==> src/rtl/exu_oitf_pkg.sv <==
// Shared widths, pointer type and pointer-advance helper for the
// outstanding instruction track FIFO.
package exu_oitf_pkg;

    localparam int OITF_DEPTH_DFLT = 4;
    localparam int ITAG_WIDTH      = 2;
    localparam int RFIDX_WIDTH     = 5;
    localparam int PC_SIZE         = 32;

    typedef struct packed {
        logic                  flg;
        logic [ITAG_WIDTH-1:0] idx;
    } oitf_ptr_t;

    // The flag bit flips on every wrap so equal indices can be told apart as full or empty.
    function automatic oitf_ptr_t ptr_adv(input oitf_ptr_t p, input int depth);
        oitf_ptr_t n;
        if (p.idx == ITAG_WIDTH'(depth - 1)) begin
            n.idx = '0;
            n.flg = ~p.flg;
        end else begin
            n.idx = p.idx + 1'b1;
            n.flg = p.flg;
        end
        return n;
    endfunction

endpackage

==> src/rtl/exu_oitf.sv <==
// Outstanding instruction track FIFO: allocates itags for long-pipe
// instructions at dispatch, flags RAW/WAW hazards, retires entries in order.
module exu_oitf
    import exu_oitf_pkg::*;
#(
    parameter int OITF_DEPTH = OITF_DEPTH_DFLT
) (
    input  logic                   clk,
    input  logic                   rst,

    input  logic                   disp_oitf_ena,
    output logic                   disp_oitf_ready,
    output logic [ITAG_WIDTH-1:0]  disp_oitf_ptr,
    input  logic                   disp_oitf_rs1en,
    input  logic                   disp_oitf_rs2en,
    input  logic                   disp_oitf_rdwen,
    input  logic [RFIDX_WIDTH-1:0] disp_oitf_rs1idx,
    input  logic [RFIDX_WIDTH-1:0] disp_oitf_rs2idx,
    input  logic [RFIDX_WIDTH-1:0] disp_oitf_rdidx,
    input  logic [PC_SIZE-1:0]     disp_oitf_pc,

    output logic                   oitfrd_match_disprs1,
    output logic                   oitfrd_match_disprs2,
    output logic                   oitfrd_match_disprd,
    output logic                   oitf_empty,

    input  logic                   oitf_ret_ena,
    output logic [ITAG_WIDTH-1:0]  oitf_ret_ptr,
    output logic                   oitf_ret_rdwen,
    output logic [RFIDX_WIDTH-1:0] oitf_ret_rdidx,
    output logic [PC_SIZE-1:0]     oitf_ret_pc
);

    logic                   ent_vld   [OITF_DEPTH];
    logic                   ent_rdwen [OITF_DEPTH];
    logic [RFIDX_WIDTH-1:0] ent_rdidx [OITF_DEPTH];
    logic [PC_SIZE-1:0]     ent_pc    [OITF_DEPTH];

    oitf_ptr_t alc_ptr;
    oitf_ptr_t ret_ptr;

    logic same_idx;
    logic full;
    logic empty;
    logic alc_fire;
    logic ret_fire;

    assign same_idx = (alc_ptr.idx == ret_ptr.idx);
    assign empty    = same_idx & (alc_ptr.flg == ret_ptr.flg);
    assign full     = same_idx & (alc_ptr.flg != ret_ptr.flg);

    // When full or empty only one side may move, so alloc and retire never hit the same slot.
    assign alc_fire = disp_oitf_ena & ~full;
    assign ret_fire = oitf_ret_ena & ~empty;

    assign disp_oitf_ready = ~full;
    assign oitf_empty      = empty;
    assign disp_oitf_ptr   = alc_ptr.idx;
    assign oitf_ret_ptr    = ret_ptr.idx;

    assign oitf_ret_rdwen  = ent_rdwen[ret_ptr.idx];
    assign oitf_ret_rdidx  = ent_rdidx[ret_ptr.idx];
    assign oitf_ret_pc     = ent_pc[ret_ptr.idx];

    always_ff @(posedge clk or posedge rst) begin
        if (rst) begin
            alc_ptr <= '0;
            ret_ptr <= '0;
        end else begin
            if (alc_fire) begin
                alc_ptr <= ptr_adv(alc_ptr, OITF_DEPTH);
            end
            if (ret_fire) begin
                ret_ptr <= ptr_adv(ret_ptr, OITF_DEPTH);
            end
        end
    end

    always_ff @(posedge clk or posedge rst) begin
        if (rst) begin
            for (int i = 0; i < OITF_DEPTH; i++) begin
                ent_vld[i]   <= 1'b0;
                ent_rdwen[i] <= 1'b0;
                ent_rdidx[i] <= '0;
                ent_pc[i]    <= '0;
            end
        end else begin
            if (alc_fire) begin
                ent_vld[alc_ptr.idx]   <= 1'b1;
                ent_rdwen[alc_ptr.idx] <= disp_oitf_rdwen;
                ent_rdidx[alc_ptr.idx] <= disp_oitf_rdidx;
                ent_pc[alc_ptr.idx]    <= disp_oitf_pc;
            end
            if (ret_fire) begin
                ent_vld[ret_ptr.idx] <= 1'b0;
            end
        end
    end

    logic [OITF_DEPTH-1:0] hit_rs1;
    logic [OITF_DEPTH-1:0] hit_rs2;
    logic [OITF_DEPTH-1:0] hit_rd;

    // Retiring entries still hit this cycle; new allocations appear next cycle.
    for (genvar g = 0; g < OITF_DEPTH; g++) begin : g_match
        logic wr_live;
        assign wr_live    = ent_vld[g] & ent_rdwen[g];
        assign hit_rs1[g] = wr_live & (ent_rdidx[g] == disp_oitf_rs1idx);
        assign hit_rs2[g] = wr_live & (ent_rdidx[g] == disp_oitf_rs2idx);
        assign hit_rd[g]  = wr_live & (ent_rdidx[g] == disp_oitf_rdidx);
    end

    assign oitfrd_match_disprs1 = (|hit_rs1) & disp_oitf_rs1en & (disp_oitf_rs1idx != '0);
    assign oitfrd_match_disprs2 = (|hit_rs2) & disp_oitf_rs2en & (disp_oitf_rs2idx != '0);
    assign oitfrd_match_disprd  = (|hit_rd)  & disp_oitf_rdwen & (disp_oitf_rdidx  != '0);

`ifndef SYNTHESIS
    always_ff @(posedge clk) begin
        if (!rst) begin
            assert (!(disp_oitf_ena && full))
                else $warning("exu_oitf: allocate while full ignored");
            assert (!(oitf_ret_ena && empty))
                else $warning("exu_oitf: retire while empty ignored");
        end
    end
`endif

endmodule

==> config.mk <==
export PLATFORM = sky130hd
export DESIGN_NAME = exu_oitf
export DESIGN_NICKNAME = d
export VERILOG_FILES = /design/src/rtl/exu_oitf_pkg.sv /design/src/rtl/exu_oitf.sv
export SDC_FILE = /design/constraint.sdc
export NUM_CORES = 1
export LEC_CHECK = 0
export CAP_MARGIN = 5
export CORE_UTILIZATION = 53
export CTS_BUF_LIST = sky130_fd_sc_hd__clkbuf_16
export DETAILED_ROUTE_END_ITERATION = 10
export PLACE_DENSITY = 0.85
export SYNTH_ARGS = -nofsm -noshare
export SYNTH_HDL_FRONTEND = slang
export SYNTH_SLANG_ARGS = --single-unit
==> constraint.sdc <==
create_clock -name clk -period 6 [get_ports clk]
set_input_delay 1.2 -clock clk [delete_from_list [all_inputs] [get_ports clk]]
set_output_delay 1.2 -clock clk [all_outputs]
set_load 0.05 [all_outputs]
==> run summary <==
clock tree sinks = 162
drt first pass iters = 4
synth warn = 0
die height = 125.7 µm
post-route ant nets = 0
largest area contributor in the netlist = dfrtp_1
sequential cell area = 4056 µm²
Final Hold Fails = 0
Placer Congestion = 0.8976
Slew Viols, Final = 0
CP endpoint = oitfrd_match_disprd
Post-Syn Area = 8109 µm²
vias = 4764
crit path kind = input pin to output pin
final core utilization = 65.89%
Vias per Instance = 5.881
Async SR Flop Fraction = 100.0%
GR Util met2 = 41.11%
CTS tree = yes
ys flop type = dfrtp_1
Detailed Route Iter0 Violations = 256
final WL = 18.08 mm
vias in the first global route = 5337
clock transition at the registers of the reported paths = 60 ps
area of the multi-input gates = 3747 µm²
fin crit period = 4856 ps
Starting Density = 54.96%
PortBufs = 100
crit-path max FO = 9
row count = 44
Die Area = 15800 µm²
CTS Buf Count = 17
final instance area = 9722 µm²
largest net degree at the start of global routing = 131
R2R cell count = 6
Post-CTS Resized = 0
final setup TNS = 0 ps
layout cells sized above 1 = 36.74%
CTS Root Cell = clkbuf_16
Clock Latency Late Sink = 420 ps
unique cell type count in the Yosys netlist = 27
Worst R2R Start = oitf_ret_ptr[0]
final net count = 675
syn_nets = 598
Max clock buf depth = 2
Hold-fix buffers, CTS = 0
Avg Inst Size Synth = 15.13 µm²
FF+latch count, synth = 162
clk_skew = 7.070 ps
slowest stage cell, crit path = clkdlybuf4s50_1
M3 GR Usage = 5.820%
# DRC = 0
Setup crit end kind = output pin
H-Tree Depth = 4
final worst setup slack = 1144 ps
core box area = 14750 µm²
FMAX = 205.9 MHz
Hold Path Origin = ent_pc[42]
DP Area = 9081 µm²
WP data arrival = 3660 ps
Max-slew headroom = 23.76%
Post-CTS Setup Inserts = 0
biggest cell delay along the critical path = 810 ps
wire per inst = 22.33 µm
Max-Cap Viols = 0
setup violators final = 0
startpoint types = input pin
outcome = completed
dpl ws = 1185 ps
placed wire-length estimate = 11.66 mm
sequential share of the synthesized area = 49.99%
Mapped Cells = 536
Overflow after GRT = 0
hold crit path type = register to register
Die W = 125.7 µm
synth top area cells = dfrtp_1, mux2_2, mux4_2
worst path required time = 4800 ps
Fillers = 1028
CP Cell Sequence = clkdlybuf4s50_1 > xor2_1 > nor4_1 > nand4_1 > nand4_1 > o311a_1 > clkdlybuf4s50_1
unrepaired setup endpoints after global routing = no
Setup crit start = disp_oitf_rdidx[3]
initial antenna violation count = 0
Worst Tran Pin Value = 1144 ps
Critical R2R Capture = ent_pc[9]
global route hottest layer = met2
I/O pin count = 101
# diodes = 0
number of synthesized flops with an enable pin = 0
reg2reg setup slack = 2760 ps
synth-to-layout area growth = 19.89%
post-synth top area share = 49.99%
Tot GR Track Use = 24.86%
first-pass GRT wire length = 29.76 mm
met1 usage = 32.12%
period utilization = 80.93%
layer usage:
layer	share of wire [%]	vias up
met2	49	140
met4	1.9	0
met3	6.0	26
met1	43	2503
met5	0	-
li1	-	2095
cells in the final DEF (no fill, tap or decap), types with 3 or more instances in the layout:
cell             count
dfrtp_1            160
mux2_2             112
clkdlybuf4s50_1    100
xor2_1              49
mux2_4              38
mux4_2              38
clkbuf_16           17
xnor2_1             16
nand4_1             15
nor4_1              12
a21oi_1              8
ha_1                 8
nand2_1              6
inv_1                5
bufinv_16            5
o21ai_0              4
clkinv_2             4
nor2_1               3
or3_1                3
o311a_1              3
buf_4                3
critical path, delay by kind of cell:
family / cells / cell delay, ps
and+or+nand+nor: 3 / 520
xor gates and xnor gates: 1 / 260
buffers and inverters: 2 / 1450
AOI/OAI and AO/OA: 1 / 210
per-stage QoR:
step	hold WS [ps]	cells
6_report	491.9	810
5_1_grt	501.8	810
4_1_cts	498.1	810
3_5_place_dp	485.1	778
3_3_place_gp	468.4	778
2_1_floorplan	458.7	536
cells in the mapped netlist, types with 6 or more instances:
cell type  number
mux2_4         38
nand2_1         8
a21oi_1         8
nand4_1        15
xor2_1         49
dfrtp_1       162
buf_8           6
clkbuf_1       11
mux4_2         38
nor4_1         12
buf_1           9
buf_4          11
buf_2           7
mux2_2        112
xnor2_1        16
ha_1            8
how the worst min path moves through the flow:
stage,endpoint,cells after the start,slack [ps]
after floorplan,ent_pc[42],1,460
after CTS,ent_pc[42],1,500
after detailed placement,ent_pc[42],1,490
after global routing,ent_pc[42],1,500
final,ent_pc[42],1,490
after global placement,ent_pc[42],1,470
registers in the layout, summed over array words and instances, names as in the netlist:
signal and flops:
disp_oitf_ptr 2, ent_rdidx 20, ent_vld 4, ret_ptr 1, oitf_ret_ptr 2, alc_ptr 1, ent_rdwen 4, ent_pc 128
logic make-up (layout without fill, tap and decap cells):
group                      count (synthesis)  in the layout  share of synthesized area, %
AOI/OAI and AO/OA                         16             16                         1.204
xor gates and xnor gates                  65             65                         7.020
adders and majority gates                  8              8                         1.234
buffers and inverters                     50            140                         3.857
DFF                                      162            162                         49.99
muxes                                    190            190                         33.42
and+or+nand+nor                           45             45                         3.271
final cells by class:
type | instances | share of cell area, %
inverter | 5 | 0.2445
timing repair buffer | 103 | 10.53
sequential | 162 | 41.72
clock buffer | 17 | 4.376
clock inverter | 15 | 2.214
multi-input combinational | 324 | 38.55
tap | 184 | 2.368
Power is not shown: default switching activity piles up to over one toggle a cycle in this logic, so the estimate is an artifact.
